File: config.mk
export PLATFORM = sky130hd
export DESIGN_NAME = wb_decode_n
export DESIGN_NICKNAME = d
export VERILOG_FILES = /design/src/rtl/wb_decode_n.sv
export SDC_FILE = /design/constraint.sdc
export NUM_CORES = 1
export LEC_CHECK = 0
export CORE_AREA = 2 2 297 299
export CTS_CLUSTER_DIAMETER = 100
export DETAILED_ROUTE_END_ITERATION = 8
export DIE_AREA = 0 0 299 301
export GPL_TIMING_DRIVEN = 0
export PLACE_DENSITY = 0.3
export SLEW_MARGIN = 15
export SYNTH_ARGS = -nofsm -noshare
export SYNTH_HDL_FRONTEND = slang
export SYNTH_SLANG_ARGS = --single-unit
File: constraint.sdc
create_clock -name clk_i -period 3.6 [get_ports clk_i]
set_input_delay 0.9 -clock clk_i [delete_from_list [all_inputs] [get_ports clk_i]]
set_output_delay 0.9 -clock clk_i [all_outputs]
set_load 0.02 [all_outputs]
File: src/rtl/wb_decode_n.sv
// rtl/wb_decode_n.sv - pipelined Wishbone 1:N address decoder
// Locks onto one slave while requests are outstanding; terminates disabled ports and flushes hung slaves.
module wb_decode_n #(
   parameter int                 NPORTS  = 16,
   parameter int                 PSEL_W  = 4,
   parameter int                 PSEL_HI = 31,
   parameter int                 DWIDTH  = 32,
   parameter int                 MAXPEND = 4,
   parameter int                 TIMEOUT = 255,
   parameter logic [NPORTS-1:0]  PORTEN  = '1
) (
   input  logic                       clk_i,
   input  logic                       rst_i,
   input  logic                       m_cyc,
   input  logic                       m_stb,
   input  logic                       m_we,
   input  logic [31:0]                m_adr,
   input  logic [DWIDTH/8-1:0]        m_sel,
   input  logic [DWIDTH-1:0]          m_dat_m,
   output logic [DWIDTH-1:0]          m_dat_s,
   output logic                       m_ack,
   output logic                       m_err,
   output logic                       m_stall,
   output logic [NPORTS-1:0]          s_cyc,
   output logic [NPORTS-1:0]          s_stb,
   output logic                       s_we,
   output logic [31:0]                s_adr,
   output logic [DWIDTH/8-1:0]        s_sel,
   output logic [DWIDTH-1:0]          s_dat_m,
   input  logic [NPORTS*DWIDTH-1:0]   s_dat_s,
   input  logic [NPORTS-1:0]          s_ack,
   input  logic [NPORTS-1:0]          s_err,
   input  logic [NPORTS-1:0]          s_stall,
   output logic                       timeout_evt,
   output logic [PSEL_W-1:0]          err_port
);

   localparam int PW = $clog2(MAXPEND + 1);
   localparam int WW = $clog2(TIMEOUT + 1);
   localparam logic [PW-1:0] PEND_MAX = PW'(MAXPEND);
   localparam logic [WW-1:0] WDOG_MAX = WW'(TIMEOUT);

   typedef enum logic [1:0] {IDLE, ACTIVE, TERM, FLUSH} state_t;

   state_t            state, state_nxt;
   logic [PW-1:0]     pend, pend_nxt;
   logic [WW-1:0]     wdog, wdog_nxt;
   logic [PSEL_W-1:0] lock, lock_nxt, err_port_nxt;
   logic [PSEL_W-1:0] dport;
   logic              accept, resp;

   assign dport   = m_adr[PSEL_HI -: PSEL_W];
   assign s_we    = m_we;
   assign s_adr   = m_adr;
   assign s_sel   = m_sel;
   assign s_dat_m = m_dat_m;

   always_ff @(posedge clk_i or posedge rst_i) begin
      if (rst_i) begin
         state    <= IDLE;
         pend     <= '0;
         wdog     <= '0;
         lock     <= '0;
         err_port <= '0;
      end else begin
         state    <= state_nxt;
         pend     <= pend_nxt;
         wdog     <= wdog_nxt;
         lock     <= lock_nxt;
         err_port <= err_port_nxt;
      end
   end

   // Everything combinational is gated by rst_i so the outputs sit at reset values during reset.
   always_comb begin
      state_nxt    = state;
      pend_nxt     = pend;
      wdog_nxt     = wdog;
      lock_nxt     = lock;
      err_port_nxt = err_port;
      s_cyc        = '0;
      s_stb        = '0;
      m_ack        = 1'b0;
      m_err        = 1'b0;
      m_stall      = 1'b0;
      m_dat_s      = '0;
      timeout_evt  = 1'b0;
      accept       = 1'b0;
      resp         = 1'b0;
      if (!m_cyc || rst_i) begin
         pend_nxt  = '0;
         wdog_nxt  = '0;
         state_nxt = IDLE;
      end else begin
         case (state)
            IDLE: begin
               if (m_stb) begin
                  if (PORTEN[dport]) begin
                     s_cyc[dport] = 1'b1;
                     s_stb[dport] = 1'b1;
                     m_stall      = s_stall[dport];
                     if (!s_stall[dport]) begin
                        lock_nxt  = dport;
                        pend_nxt  = PW'(1);
                        wdog_nxt  = '0;
                        state_nxt = ACTIVE;
                     end
                  end else begin
                     err_port_nxt = dport;
                     state_nxt    = TERM;
                  end
               end
            end
            ACTIVE: begin
               s_cyc[lock] = 1'b1;
               m_dat_s     = s_dat_s[int'(lock)*DWIDTH +: DWIDTH];
               m_err       = s_err[lock];
               m_ack       = s_ack[lock] & ~s_err[lock];
               resp        = s_ack[lock] | s_err[lock];
               if (wdog == WDOG_MAX) begin
                  timeout_evt  = 1'b1;
                  m_stall      = 1'b1;
                  err_port_nxt = lock;
               end else if (dport != lock || pend == PEND_MAX) begin
                  m_stall = 1'b1;
               end else begin
                  s_stb[lock] = m_stb;
                  m_stall     = s_stall[lock];
                  accept      = m_stb & ~s_stall[lock];
               end
               pend_nxt = pend + PW'(accept) - PW'(resp);
               if (accept || resp)
                  wdog_nxt = '0;
               else if (wdog != WDOG_MAX)
                  wdog_nxt = wdog + WW'(1);
               if (pend_nxt == '0)
                  state_nxt = IDLE;
               else if (timeout_evt)
                  state_nxt = FLUSH;
            end
            TERM: begin
               // The error for last cycle's accept is due now; further disabled-port requests keep us here.
               m_err = 1'b1;
               if (m_stb && !PORTEN[dport]) begin
                  err_port_nxt = dport;
               end else begin
                  m_stall   = m_stb;
                  state_nxt = IDLE;
               end
            end
            FLUSH: begin
               m_stall  = 1'b1;
               m_err    = 1'b1;
               wdog_nxt = '0;
               pend_nxt = pend - PW'(1);
               if (pend == PW'(1))
                  state_nxt = IDLE;
            end
            default: state_nxt = IDLE;
         endcase
      end
   end

endmodule

==> results of run 1 <==
[logic make-up after synthesis]
family / after synthesis / synth area share
AO/OA/AOI/OAI: 66 / 0.05843
XOR/XNOR: 6 / 0.007645
adder cells (fa/ha/maj): 8 / 0.01565
buffers and inverters: 141 / 0.1236
flip-flops: 21 / 0.07645
multiplexers: 191 / 0.6037
AND/OR/NAND/NOR: 151 / 0.1145
[worst max-delay path, stage by stage, from the launching register on]
cell and delay (ns):
dfrtp_1 0.40, buf_12 0.15, buf_16 0.14, buf_4 0.13
buf_12 0.13, buf_6 0.11, buf_12 0.14, buf_6 0.12
mux4_2 0.46, mux4_2 0.49, nor2b_1 0.15, buf_4 0.17
[flip-flops by register name (all words and copies together), names as in the netlist]
register and flops:
err_port 4, state 2, pend 3, wdog 8
lock 4
[layer usage]
| metal | vias up | share of wire |
|---|---|---|
| met2 | 607 | 0.48 |
| met3 | 80 | 0.10 |
| met1 | 4577 | 0.41 |
| met4 | 30 | 0.0079 |
| li1 | 3854 | - |
| met5 | - | 0.0026 |
[power by group]
part / total (mW) / internal [mW] / switching, mW
Clock: 0.249 / 0.151 / 0.0985
Sequential: 0.259 / 0.251 / 0.00846
Combinational: 4.74 / 2.75 / 1.99
[layout make-up]
type / count / area (um2) / share of cell area
inverter: 8 / 36.28 / 0.002180
sequential: 21 / 525.5 / 0.03157
multi-input combinational: 422 / 5821 / 0.3496
buffer: 131 / 1176 / 0.07065
tap: 1155 / 1445 / 0.08681
timing repair buffer: 755 / 7528 / 0.4522
antenna: 11 / 27.53 / 0.001654
clock inverter: 1 / 7.507 / 0.0004510
timing repair inverter: 1 / 5.005 / 0.0003006
clock buffer: 3 / 75.07 / 0.004510
[worst paths after layout]
check / endpoint / slack, ns
max reg2reg: state[1] / -0.13
min in group asynchronous: wdog[1] / 0.76
max in group asynchronous: pend[0] / 2.44
max: m_dat_s[13] / -0.18
min reg2reg: err_port[0] / 0.51
min: err_port[0] / 0.51
[layout by cell type, fill, tap and decap left out, types with 12 or more instances in the layout]
master	instances
clkdlybuf4s50_1	563
buf_4	115
clkdlybuf4s15_1	12
nor2b_4	14
buf_2	31
a21oi_1	31
nand2_1	36
buf_6	31
dlygate4sd2_1	46
nor2_1	14
mux4_2	178
buf_12	18
dfrtp_1	21
nand3_1	23
clkbuf_2	19
nor2b_1	29
[through the flow]
step                hold slack [ns]  total power [mW]  setup TNS (ns)
finish                       0.5052             5.248          -1.929
detailed placement           0.4929             4.290         -104.92
CTS                          0.5090             5.065          -1.376
global route                 0.5290             5.566          -4.103
global placement             0.4925             4.291         -107.20
floorplan                    0.4769             2.492        -0.03932
[repair_timing]
item,in CTS,in global routing
setup buffers,23,22
setup endpoints to repair,82,62
hold buffers,0,0
gates cloned,1,6
hold endpoints to repair,0,0
pin swaps,9,13
gates resized for setup,516,160
==> run summary, run 1 <==
LOGIC SYNTHESIS
--------------------------------------------------------------------------------
Top post-synthesis cells by area                                    mux4_2 58%, buf_4 7.9%, dfrtp_1 7.6%
Post-synthesis cell type count                                                46
Net count of the mapped netlist                                             1225
Commonest cells in the synthesized netlist                          178 x mux4_2, 72 x buf_4, 43 x nor2b_1
Synth Area per Inst                                                    11.77 um2
Area of the mapped netlist                                          0.006874 mm2
Top_reg_cell synth                                                       dfrtp_1
Syn Inst Count                                                               584
Portion of the post-synthesis area used by sequential elements           0.07645
Count of flip-flops with a built-in enable after synthesis                     0
Leading area contributor after synthesis                                  mux4_2
Number of warning messages in the yosys log                                    0
Register bit count reported by yosys                                          21
Share of synthesized flip-flops with an asynchronous set or reset          1.000
Top-count cell post-synth                                                 mux4_2
Area share of the leading cell type in the synthesized netlist            0.5832

HOLD PATH
--------------------------------------------------------------------------------
Hold crit path type                                                 flip-flop to flip-flop
Hold Path Origin                                                     err_port[0]
Instance count along the most critical hold path                               1

RUN STATUS
--------------------------------------------------------------------------------
Failing checks                                                      setup timing
Outcome                                                             complete, but fails checks

TIMING
--------------------------------------------------------------------------------
Number of setup violations in the final report                                25
Number of hold-slack violations in the final timing report                     0
FMAX                                                                   264.7 MHz
Headroom to the max-slew limit                                            0.4235
Worst Setup Slack, final                                              -0.1775 ns
Final worst path period share                                              1.049
Post-layout minimum cycle time                                          3.778 ns
Unrepaired setup endpoints after global routing                             true
Worst Skew                                                           0.005712 ns
Pin slew with the least headroom to its limit                          0.8647 ns
Count of pins over their slew limit                                            0

ROUTING
--------------------------------------------------------------------------------
Total Wirelength                                                        77.51 mm
DR DRC count                                                                   0
Starting DRC count in detailed routing                                       487
Average detailed-routed wire length per instance                        30.90 um
Count of TritonRoute iterations in the first routing pass                      5
Vias per cell                                                              3.648
Post-detailed-route count of antenna-violating nets                            0
Via total after detailed routing                                            9148

SETUP PATH
--------------------------------------------------------------------------------
Setup crit end kind                                                  output port
Endpoint required time on the critical path                              2.70 ns
Worst Path Max Fanout                                                          9
FF-to-FF path depth                                                           14
Start point of the critical path                                         lock[0]
Type of origin of the critical path                                    flip-flop
Arrival @ worst endpoint                                                 2.88 ns
Source of the worst register-to-register timing path                     lock[0]
Worst Path Class, Setup                                             flip-flop to output port

GRT
--------------------------------------------------------------------------------
Remaining Overflow, GRT                                                        0
All-Layer GR Usage                                                        0.1638
Met1 Resource Use GR                                                      0.1979
Global-route wire length before repair                                  97.59 mm
Highest-utilization routing layer at the global route stage                 met2
Number of antenna violations at the first check in global routing             63
Met2 Track Usage GR                                                       0.2839
Pin count of the biggest net entering global routing                          23
Met3 usage in global routing                                             0.06825
Via count of the first global-routing pass                                  9847

CLOCK TREE
--------------------------------------------------------------------------------
CTS Buf Count                                                                  3
Reg clk slew, reported paths                                             0.07 ns
Buffers from clock root to sink, at most                                       2
H-Tree Level Count                                                             1
TritonCTS sink count                                                          21
CTS tree                                                                    done
Clock insertion delay at the later pin of the skew report                0.26 ns
Clock tree root buffer cell                                            clkbuf_16

PLACE
--------------------------------------------------------------------------------
Placed cell areas                                                    0.01540 mm2
Half-perimeter wire length of the detailed placement result             67.69 mm
Final weighted congestion in routability-driven placement                 0.8478
Port Buffer Count                                                            706
Count of placed standard cells including taps                               2445
Pre-CTS worst setup slack                                              -1.722 ns

DIE
--------------------------------------------------------------------------------
# rows                                                                       108
Core footprint                                                       0.08648 mm2
Horiz. Die Dim                                                            299 um
Die ar.                                                              0.09000 mm2
Boundary pin count                                                           774
Effective utilization at floorplan                                       0.07948
Die boundary height                                                       301 um

FINISH
--------------------------------------------------------------------------------
Utilization of the core after routing                                     0.1925
Final layout net count                                                      1984
Filler cell count in the final layout                                       9531
Post-route design area                                               0.01665 mm2
Synth-to-Final Area Change                                                142.2%
Non-Filler Instances                                                        2508
Fraction of layout cells with a size suffix above 1                       0.3651

JOB
--------------------------------------------------------------------------------
Maxcap violations                                                              0

POWER AND IR DROP
--------------------------------------------------------------------------------
Max VDD drop                                                           0.1999 mV
Power per cell area                                                 315.3 mW/mm2
Leakage                                                                 6.000 nW

(Power assumes the default switching activity.)
==> run 2, diff against run 1 <==
CORE_AREA = 2 2 299 301   (was 2 2 297 299)
DIE_AREA = 0 0 301 303   (was 0 0 299 301)
SLEW_MARGIN = 20   (was 15)
clock period = 3.8 ns   (was 3.6 ns; I/O delays follow)
==> run 2 against run 1 <==
Effect of this change:
- the run still ends with setup timing left
- hold slack gained 0.0089 ns
- first-iteration DRC count shrank 23%
- routed wire length shrank 8.9%
- clock power shrank 5%
- critical endpoint is now state[0]
- register-to-register slack gained 0.17 ns
- via count shrank 3.8%
- setup slack gained 0.17 ns
- global-route usage shrank 1.6 points
- combinational power shrank 16%
- critical path depth grew 3
- clock-buffer cell count is the same
==> run summary, run 2 (synthesized netlist as in run 1, its figures left out) <==
SETUP PATH
--------------------------------------------------------------------------------
Arrival @ worst endpoint                                                 3.96 ns
Sum of buffers and inverters on the critical path                              3
Register-to-Register Setup Slack                                         0.04 ns
Worst Path Class, Setup                                             input port to flip-flop
Worst Path Max Fanout                                                          2
Source of the worst register-to-register timing path                     lock[0]
Worst r2r dst                                                           state[0]
Critical Path, Cell by Cell                                         dlygate4sd2_1 > mux4_2 > mux4_2 > or2_4 > ha_4 > inv_4 > ha_4 > inv_2 > fa_2 > xor2_2 > xnor2_1 > a31oi_1 > o21ai_1 > nor2_1
Type of origin of the critical path                                   input port
Slowest cell on the critical path                                         mux4_2
Worst stage delay on the critical path                                   0.53 ns
FF-to-FF path depth                                                           16
Cell family contributing the most delay on the critical path        multiplexers
Endpoint required time on the critical path                              3.95 ns
Setup crit end kind                                                    flip-flop

TIMING
--------------------------------------------------------------------------------
Number of hold-slack violations in the final timing report                     0
Worst Setup Slack, final                                            -0.008427 ns
Hold Slack                                                             0.5140 ns
Worst Skew                                                           0.002830 ns
Number of setup violations in the final report                                 2
Headroom to the max-slew limit                                            0.4659
Unrepaired setup endpoints after global routing                             true
Pin slew with the least headroom to its limit                          0.8012 ns
FMAX                                                                   262.6 MHz
Count of pins over their slew limit                                            0
Final worst path period share                                              1.002
Final sum of negative setup slack                                    -0.01340 ns
Post-layout minimum cycle time                                          3.808 ns

ROUTING
--------------------------------------------------------------------------------
Average detailed-routed wire length per instance                        28.47 um
Starting DRC count in detailed routing                                       377
Count of TritonRoute iterations in the first routing pass                      4
Total Wirelength                                                        70.63 mm
DR DRC count                                                                   0
Vias per cell                                                              3.547
Via total after detailed routing                                            8799
Post-detailed-route count of antenna-violating nets                            0

FINISH
--------------------------------------------------------------------------------
Final layout net count                                                      1949
Synth-to-Final Area Change                                                131.0%
Largest register by flop count                                              wdog
Most common library cell in the layout ignoring fill and taps       clkdlybuf4s50_1
Leading cell types in the layout, fill and taps excluded            577 x clkdlybuf4s50_1, 178 x mux4_2, 101 x buf_4
Number of flip-flops under the largest register name                           8
Fraction of layout cells with a size suffix above 1                       0.3206
Largest registers                                                   wdog x8, err_port x4, lock x4
Utilization of the core after routing                                     0.1805
Non-Filler Instances                                                        2481
Post-route design area                                               0.01588 mm2

PLACE
--------------------------------------------------------------------------------
Port Buffer Count                                                            706
Final weighted congestion in routability-driven placement                 0.8264
Pre-CTS worst setup slack                                              -1.628 ns
Half-perimeter wire length of the detailed placement result             62.94 mm
Placed cell areas                                                    0.01541 mm2
Count of placed standard cells including taps                               2455

DIE
--------------------------------------------------------------------------------
# rows                                                                       109
Effective utilization at floorplan                                       0.07815
Boundary pin count                                                           774
Die boundary height                                                       303 um
Die ar.                                                              0.09120 mm2
Core footprint                                                       0.08797 mm2
Horiz. Die Dim                                                            301 um

CLOCK TREE
--------------------------------------------------------------------------------
CTS tree                                                                    done
Reg clk slew, reported paths                                             0.06 ns
H-Tree Level Count                                                             1
Hold-fix buffer count after cts                                                0
Clock insertion delay at the later pin of the skew report                0.26 ns
Buffers from clock root to sink, at most                                       2
TritonCTS sink count                                                          21
Clock tree root buffer cell                                            clkbuf_16
CTS Buf Count                                                                  3

GRT
--------------------------------------------------------------------------------
Remaining Overflow, GRT                                                        0
All-Layer GR Usage                                                        0.1481
Pin count of the biggest net entering global routing                          23
Via count of the first global-routing pass                                  9504
Number of antenna violations at the first check in global routing             47
Global-route wire length before repair                                  90.49 mm

HOLD PATH
--------------------------------------------------------------------------------
Min-Delay Endpoint                                                   err_port[3]
Instance count along the most critical hold path                               1
Hold Path Origin                                                     err_port[3]
Hold crit path type                                                 flip-flop to flip-flop

POWER AND IR DROP
--------------------------------------------------------------------------------
Final total power                                                       4.476 mW
Power per cell area                                                 281.9 mW/mm2
Leakage                                                                 5.577 nW
Max VDD drop                                                           0.1666 mV

JOB
--------------------------------------------------------------------------------
Maxcap violations                                                              0

RUN STATUS
--------------------------------------------------------------------------------
Failing checks                                                      setup timing
Outcome                                                             complete, but fails checks

[run 2: changes by cell type in the layout (fill, tap and decap cells not counted), moves of 5 or more]
cell | before | now
buf_12 | 18 | 7
clkbuf_2 | 19 | 44
buf_16 | 7 | 2
clkdlybuf4s15_1 | 12 | 28
nor2b_4 | 14 | 2
dlygate4sd2_1 | 46 | 32
buf_4 | 115 | 101
buf_2 | 31 | 13
nor2b_1 | 29 | 40
clkdlybuf4s50_1 | 563 | 577
buf_6 | 31 | 11
[run 2: metal layers]
metal	global-route usage	share of wire	up-vias
li1	-	-	3781
met1	0.1820	0.40	4428
met2	0.2681	0.50	516
met3	0.04246	0.087	58
met4	0.005567	0.0070	16
met5	0	0.0014	-
[run 2: worst max path at each step]
| stage | cells after the start | slack, ns | end | startpoint |
|---|---|---|---|---|
| after floorplan | 12 | 0.001 | state[1] | s_err[15] |
| after global placement | 10 | -1.62 | s_stb[14] | m_adr[31] |
| after detailed placement | 10 | -1.63 | s_stb[12] | m_adr[31] |
| after CTS | 10 | -0.04 | s_stb[12] | m_adr[31] |
| after global routing | 16 | -0.13 | state[0] | lock[0] |
| final | 14 | -0.008 | state[0] | s_err[8] |
[run 2: cell type report]
type / count / area, um2
fill: 9750 / 72090
timing repair buffer: 719 / 6945
multi-input combinational: 422 / 5675
tap: 1165 / 1458
buffer: 133 / 1137
sequential: 21 / 525.5
clock buffer: 3 / 75.07
inverter: 8 / 36.28
antenna: 9 / 22.52
clock inverter: 1 / 5.005
[run 2: what timing repair did]
item                                    4_1_cts  5_1_grt
gates resized for setup                     370      121
gates cloned                                  0        1
endpoints found under the setup margin       81       57
pin swaps                                     9        9
buffers inserted                              9        3
[run 2: worst register-to-register path: cells and delay by family, from the launching register on]
kind                     cells  cell delay, ns
multiplexers                 2            1.05
flip-flops                   1            0.37
buffers and inverters        5            0.51
AO/OA/AOI/OAI                2            0.29
XOR/XNOR                     2            0.39
adder cells (fa/ha/maj)      3            0.70
AND/OR/NAND/NOR              2            0.34
[run 2: report_power, final]
group / switching [mW] / total, mW / internal (mW)
sequential: 0.00758 / 0.245 / 0.237
clock: 0.0955 / 0.237 / 0.142
combinational: 1.72 / 3.99 / 2.27
total: 1.83 / 4.48 / 2.65
